`config.mk`:
```
export PLATFORM = sky130hd
export DESIGN_NAME = uart_tx_ctrl_flat
export DESIGN_NICKNAME = d
export VERILOG_FILES = /design/src/rtl/uart_tx_pkg.sv /design/src/rtl/uart_tx_ctrl_if.sv /design/src/rtl/uart_tx_bit_cnt.sv /design/src/rtl/uart_tx_ctrl.sv /design/src/flat_wrapper.sv
export SDC_FILE = /design/constraint.sdc
export NUM_CORES = 1
export LEC_CHECK = 0
export ABC_CLOCK_PERIOD_IN_PS = 2000
export CORE_AREA = 3 3 40 42
export DETAILED_ROUTE_END_ITERATION = 8
export DIE_AREA = 0 0 43 45
export DONT_BUFFER_PORTS = 1
export GPL_TIMING_DRIVEN = 0
export PLACE_DENSITY = 0.5
export REMOVE_ABC_BUFFERS = 1
export SKIP_CTS_REPAIR_TIMING = 1
export SYNTH_ARGS = -nofsm -noshare
export SYNTH_HDL_FRONTEND = slang
export SYNTH_HIERARCHICAL = 1
export SYNTH_SLANG_ARGS = --single-unit
```
`constraint.sdc`:
```
create_clock -name CLK -period 2 [get_ports CLK]
set_clock_uncertainty 0.2 [all_clocks]
set_input_delay 0.1 -clock CLK [delete_from_list [all_inputs] [get_ports CLK]]
set_output_delay 0.1 -clock CLK [all_outputs]
set_load 0.01 [all_outputs]
```
`src/rtl/uart_tx_pkg.sv`:
```
// Shared types and constants for the UART TX frame sequencer.
// UART_TX_STOP2_EN adds a second stop-bit state to the encoding.
package uart_tx_pkg;

    localparam int DATA_WIDTH_DEF = 8;

    localparam logic [1:0] MUX_START = 2'b00;
    localparam logic [1:0] MUX_STOP  = 2'b01;
    localparam logic [1:0] MUX_DATA  = 2'b10;
    localparam logic [1:0] MUX_PAR   = 2'b11;

    typedef enum logic [2:0] {
        ST_IDLE   = 3'd0,
        ST_START  = 3'd1,
        ST_DATA   = 3'd2,
        ST_PARITY = 3'd3,
        ST_STOP   = 3'd4
`ifdef UART_TX_STOP2_EN
        ,
        ST_STOP2  = 3'd5
`endif
    } state_t;

endpackage

```
`src/rtl/uart_tx_ctrl_if.sv`:
```
// Control bundle between the frame sequencer and its TX datapath.
// master drives the word strobe/parity enable; slave is the sequencer.
interface uart_tx_ctrl_if;

    logic       DataValid;
    logic       ParEn;
    logic       SerEn;
    logic [1:0] MuxSel;
    logic       Busy;
    logic       FrameDone;

    modport master (
        output DataValid,
        output ParEn,
        input  SerEn,
        input  MuxSel,
        input  Busy,
        input  FrameDone
    );

    modport slave (
        input  DataValid,
        input  ParEn,
        output SerEn,
        output MuxSel,
        output Busy,
        output FrameDone
    );

endinterface

```
`src/rtl/uart_tx_bit_cnt.sv`:
```
// Data-bit counter for the TX sequencer; flags the last data bit.
// Clear has priority over enable.
module uart_tx_bit_cnt #(
    parameter int DATA_WIDTH = 8
) (
    input  logic i_clk,
    input  logic i_rst_n,
    input  logic i_clr,
    input  logic i_en,
    output logic o_tc
);

    localparam int CW = $clog2(DATA_WIDTH);

    logic [CW-1:0] r_cnt;

    always_ff @(posedge i_clk or negedge i_rst_n) begin
        if (!i_rst_n) begin
            r_cnt <= '0;
        end else if (i_clr) begin
            r_cnt <= '0;
        end else if (i_en) begin
            r_cnt <= r_cnt + CW'(1);
        end
    end

    assign o_tc = (r_cnt == CW'(DATA_WIDTH - 1));

endmodule

```
`src/rtl/uart_tx_ctrl.sv`:
```
// Moore frame sequencer: start, data, optional parity, stop bit(s).
// Build with UART_TX_STOP2_EN for two stop bits.
import uart_tx_pkg::*;

module uart_tx_ctrl #(
    parameter int DATA_WIDTH = DATA_WIDTH_DEF
) (
    input logic           CLK,
    input logic           RST,
    uart_tx_ctrl_if.slave tx_if
);

    state_t r_state;
    state_t w_next;
    logic   r_par_en;
    logic   w_accept;
    logic   w_clr;
    logic   w_en;
    logic   w_tc;

    uart_tx_bit_cnt #(
        .DATA_WIDTH (DATA_WIDTH)
    ) u_bit_cnt (
        .i_clk   (CLK),
        .i_rst_n (RST),
        .i_clr   (w_clr),
        .i_en    (w_en),
        .o_tc    (w_tc)
    );

    always_ff @(posedge CLK or negedge RST) begin
        if (!RST) begin
            r_state  <= ST_IDLE;
            r_par_en <= 1'b0;
        end else begin
            r_state <= w_next;
            if (w_accept) begin
                r_par_en <= tx_if.ParEn;
            end
        end
    end

    always_comb begin
        w_next   = r_state;
        w_accept = 1'b0;
        w_clr    = 1'b0;
        w_en     = 1'b0;
        case (r_state)
            ST_IDLE: begin
                if (tx_if.DataValid) begin
                    w_next   = ST_START;
                    w_accept = 1'b1;
                    w_clr    = 1'b1;
                end
            end
            ST_START: w_next = ST_DATA;
            ST_DATA: begin
                w_en = 1'b1;
                if (w_tc) begin
                    w_clr  = 1'b1;
                    w_next = r_par_en ? ST_PARITY : ST_STOP;
                end
            end
            ST_PARITY: w_next = ST_STOP;
`ifdef UART_TX_STOP2_EN
            ST_STOP: w_next = ST_STOP2;
            ST_STOP2: begin
`else
            ST_STOP: begin
`endif
                // last stop cycle: back-to-back frames skip IDLE
                if (tx_if.DataValid) begin
                    w_next   = ST_START;
                    w_accept = 1'b1;
                    w_clr    = 1'b1;
                end else begin
                    w_next = ST_IDLE;
                end
            end
            default: w_next = ST_IDLE;
        endcase
    end

    always_comb begin
        tx_if.MuxSel    = MUX_STOP;
        tx_if.Busy      = 1'b0;
        tx_if.SerEn     = 1'b0;
        tx_if.FrameDone = 1'b0;
        case (r_state)
            ST_START: begin
                tx_if.MuxSel = MUX_START;
                tx_if.Busy   = 1'b1;
            end
            ST_DATA: begin
                tx_if.MuxSel = MUX_DATA;
                tx_if.SerEn  = 1'b1;
                tx_if.Busy   = 1'b1;
            end
            ST_PARITY: begin
                tx_if.MuxSel = MUX_PAR;
                tx_if.Busy   = 1'b1;
            end
            ST_STOP: begin
                tx_if.Busy = 1'b1;
`ifndef UART_TX_STOP2_EN
                tx_if.FrameDone = 1'b1;
`endif
            end
`ifdef UART_TX_STOP2_EN
            ST_STOP2: begin
                tx_if.Busy      = 1'b1;
                tx_if.FrameDone = 1'b1;
            end
`endif
            default: ;
        endcase
    end

endmodule

```
`src/flat_wrapper.sv`:
```
// flat-port wrapper written by rule: the top's interface ports become plain ports
module uart_tx_ctrl_flat 
#(
    parameter int DATA_WIDTH = DATA_WIDTH_DEF
)
  (CLK, RST, tx_if_DataValid, tx_if_ParEn, tx_if_SerEn, tx_if_MuxSel, tx_if_Busy, tx_if_FrameDone);
  uart_tx_ctrl_if tx_if_i ();
  input logic CLK;
  input logic RST;
  input wire logic [$bits(tx_if_i.DataValid)-1:0] tx_if_DataValid;
  input wire logic [$bits(tx_if_i.ParEn)-1:0] tx_if_ParEn;
  output wire logic [$bits(tx_if_i.SerEn)-1:0] tx_if_SerEn;
  output wire logic [$bits(tx_if_i.MuxSel)-1:0] tx_if_MuxSel;
  output wire logic [$bits(tx_if_i.Busy)-1:0] tx_if_Busy;
  output wire logic [$bits(tx_if_i.FrameDone)-1:0] tx_if_FrameDone;
  assign tx_if_i.DataValid = tx_if_DataValid;
  assign tx_if_i.ParEn = tx_if_ParEn;
  assign tx_if_SerEn = tx_if_i.SerEn;
  assign tx_if_MuxSel = tx_if_i.MuxSel;
  assign tx_if_Busy = tx_if_i.Busy;
  assign tx_if_FrameDone = tx_if_i.FrameDone;
  uart_tx_ctrl #(.DATA_WIDTH(DATA_WIDTH)) u_core (.CLK(CLK), .RST(RST), .tx_if(tx_if_i));
endmodule
```
==> results.json <==
{
  "nets": 49,
  "hold_path.class": "input pin to flop",
  "vias_per_cell": 4.70,
  "r2r_setup_slack_ns": 0.27,
  "synthArstFlopShare_pct": 100,
  "cp_top_family": "simple AND/OR/NAND/NOR gates",
  "ys_seq_elements": 7,
  "synthFlopType": "dfrtp_1",
  "pin_count": 9,
  "synthTopCellsByArea": "dfrtp_1, ha_1, mux2i_1",
  "drc": 0,
  "power_leakage_nw": 0.215,
  "final_layout_size_suffix_gt1_share_pct": 19.0,
  "cp.required_ns": 1.92,
  "dp_hpwl_um": 525,
  "clkSinkCount": 7,
  "crit_buf_inv": 0,
  "top_layer": "met3",
  "dr.pass1.iters": 2,
  "setup_viol": 0,
  "pre_cts_slack_ns": 0.256,
  "ir_worst_vdd_mv": 0.397,
  "synth_commonest_cells": "dfrtp_1, nor2_1, nand2b_1",
  "critical_path.startpoint": "u_core/r_state[2]",
  "syn-cell-area_um2": 399,
  "root_buffer": "clkbuf_4",
  "critPathMaxFanout": 7,
  "gp_congestion": 0.643,
  "worstSetupPathType": "flop to flop",
  "period_minus_slack_ns": 1.73,
  "hold_ws_ns": 0.0135,
  "ys_warn_count": 6,
  "grt.total_usage_pct": 8.24,
  "fin_setup_tns_ns": 0,
  "worst-path-stages": 4,
  "ant_nets": 0,
  "core_region_area_um2": 1280,
  "cp_cell_sequence": "nand2b_2, nor2_1, mux2i_1, nor2_1",
  "drv_slew": 0,
  "worstMarginPinSlew_ns": 0.500,
  "rr_worst_depth": 4,
  "crit_path_max_incr_delay_ns": 0.45,
  "critPathCapture": "u_core/u_bit_cnt/r_cnt[1]",
  "reg2reg_from": "u_core/r_state[2]",
  "max_freq_ghz": 0.578,
  "reg2reg_to": "u_core/u_bit_cnt/r_cnt[1]",
  "numCtsBuffers": 3,
  "cp_common_cell": "nor2_1",
  "period_share_pct": 86.6,
  "synth_top_area_share_pct": 43.9,
  "max-slew-margin-rel_pct": 66.6,
  "synth_cells": 35,
  "setup_ws_ns": 0.269,
  "syn_to_final_growth_pct": 18.5,
  "synth-edff-count": 0,
  "arrival_ns": 1.65,
  "wire_per_inst_um": 11.5,
  "drtIter0Drc": 1,
  "n_antenna_cell": 0,
  "cpMaxStageDelayCell": "dfrtp_1",
  "htree_num_levels": 1,
  "wirelength_met1_um": 267,
  "crit_path_end_kind": "flop",
  "fin_util_pct": 36.8,
  "die_x_um": 43,
  "start_kind": "flop",
  "io_buffers": 0,
  "synth_most_common_cell": "dfrtp_1",
  "antenna_found_initial": 0,
  "yosysUniqueCellTypes": 19,
  "routed-wl-met2_um": 351,
  "initial_core_util_pct": 31.1,
  "drt_wl_total_um": 658,
  "p_per_area_nw_per_um2": 1380,
  "die_h_um": 45,
  "placementRows": 13,
  "outcome": "completed",
  "avgSynthCellArea_um2": 11.4,
  "clockBufferDepth": 2,
  "hold_violations": 0,
  "rsz0062_at_grt": "no",
  "grt_max_degree": 10,
  "synth_area_leader_cell": "dfrtp_1",
  "nFillCells": 138,
  "vias": 268,
  "cts_tree": "built",
  "grt_pass1_vias": 273,
  "drv_cap": 0,
  "clock_latency_ns": 0.25,
  "gr-total-overflow": 0,
  "wl_met3_um": 39,
  "grt_pass1_wl_um": 1130,
  "die_area_um2": 1940,
  "yosysSeqAreaShare_pct": 43.9,
  "cts.clk_slew.worst_paths_ns": 0.06,
  "power_w": 0.000655
}
## registers in the layout (all words and copies together) (netlist names)
signal	cells
u_core/u_bit_cnt/r_cnt	3
u_core/r_state	3
u_core/r_par_en	1
## layer usage
layer,vias up,track usage [%]
li1,134,-
met1,129,8.91
met2,5,12.3
met3,0,3.59
met4,0,7.23
met5,-,0
## placed cells by master, fill, tap and decap left out
cell type / netlist / final
a21o_1: 1 / 1
a21oi_1: 2 / 2
and2_1: 1 / 1
clkbuf_1: 0 / 1
clkbuf_4: 0 / 3
dfrtp_1: 7 / 7
dlygate4sd3_1: 0 / 4
ha_1: 2 / 2
inv_1: 1 / 1
mux2_4: 1 / 1
mux2i_1: 2 / 2
nand2b_1: 3 / 3
nand2b_2: 1 / 1
nand3b_1: 1 / 1
nand4b_1: 1 / 1
nor2_1: 5 / 5
nor2b_1: 1 / 1
nor3b_2: 1 / 1
o21ba_2: 1 / 1
o32ai_2: 1 / 1
xnor2_1: 2 / 2
## final cells by class
| type | instances | area (µm²) | area share [%] |
|---|---|---|---|
| repair buffers | 4 | 40.0 | 8.47 |
| flip-flops and latches | 7 | 175 | 37.0 |
| clock buffers | 4 | 26.3 | 5.56 |
| multi-input cells | 26 | 209 | 44.2 |
| well taps | 15 | 18.8 | 3.97 |
| inverters | 1 | 3.75 | 0.794 |
## worst min-delay path by stage
| stage | depth (start not counted) | from | end | slack [ns] |
|---|---|---|---|---|
| after floorplan | 0 | RST | u_core/r_par_en | -0.40 |
| after global placement | 0 | RST | u_core/u_bit_cnt/r_cnt[1] | -0.40 |
| after detailed placement | 0 | RST | u_core/u_bit_cnt/r_cnt[0] | -0.40 |
| after CTS | 0 | RST | u_core/u_bit_cnt/r_cnt[2] | -0.67 |
| after global routing | 2 | tx_if_DataValid | u_core/r_par_en | 0.006 |
| final | 2 | tx_if_DataValid | u_core/r_par_en | 0.01 |
## per-stage QoR
| step | instance area [µm²] | cells |
|---|---|---|
| global route | 473 | 57 |
| CTS | 433 | 53 |
| finish | 473 | 57 |
| detailed placement | 407 | 49 |
| floorplan | 388 | 34 |
| global placement | 407 | 49 |
## cell families (layout without fill, tap and decap cells)
group	count (synthesis)	count (layout)	synth area share, %
simple gates	14	14	21.9
mux	3	3	8.78
fa+ha+maj	2	2	6.27
xor+xnor	2	2	4.39
buf+inv	2	9	3.76
flops	7	7	43.9
compound gates	5	5	11.0
## where the power goes
part	internal (W)	switching, W
Sequential	0.000196	0.0000662
Combinational	0.000134	0.000130
Clock	0.0000761	0.0000519
Power figures use the tool's default switching activity.
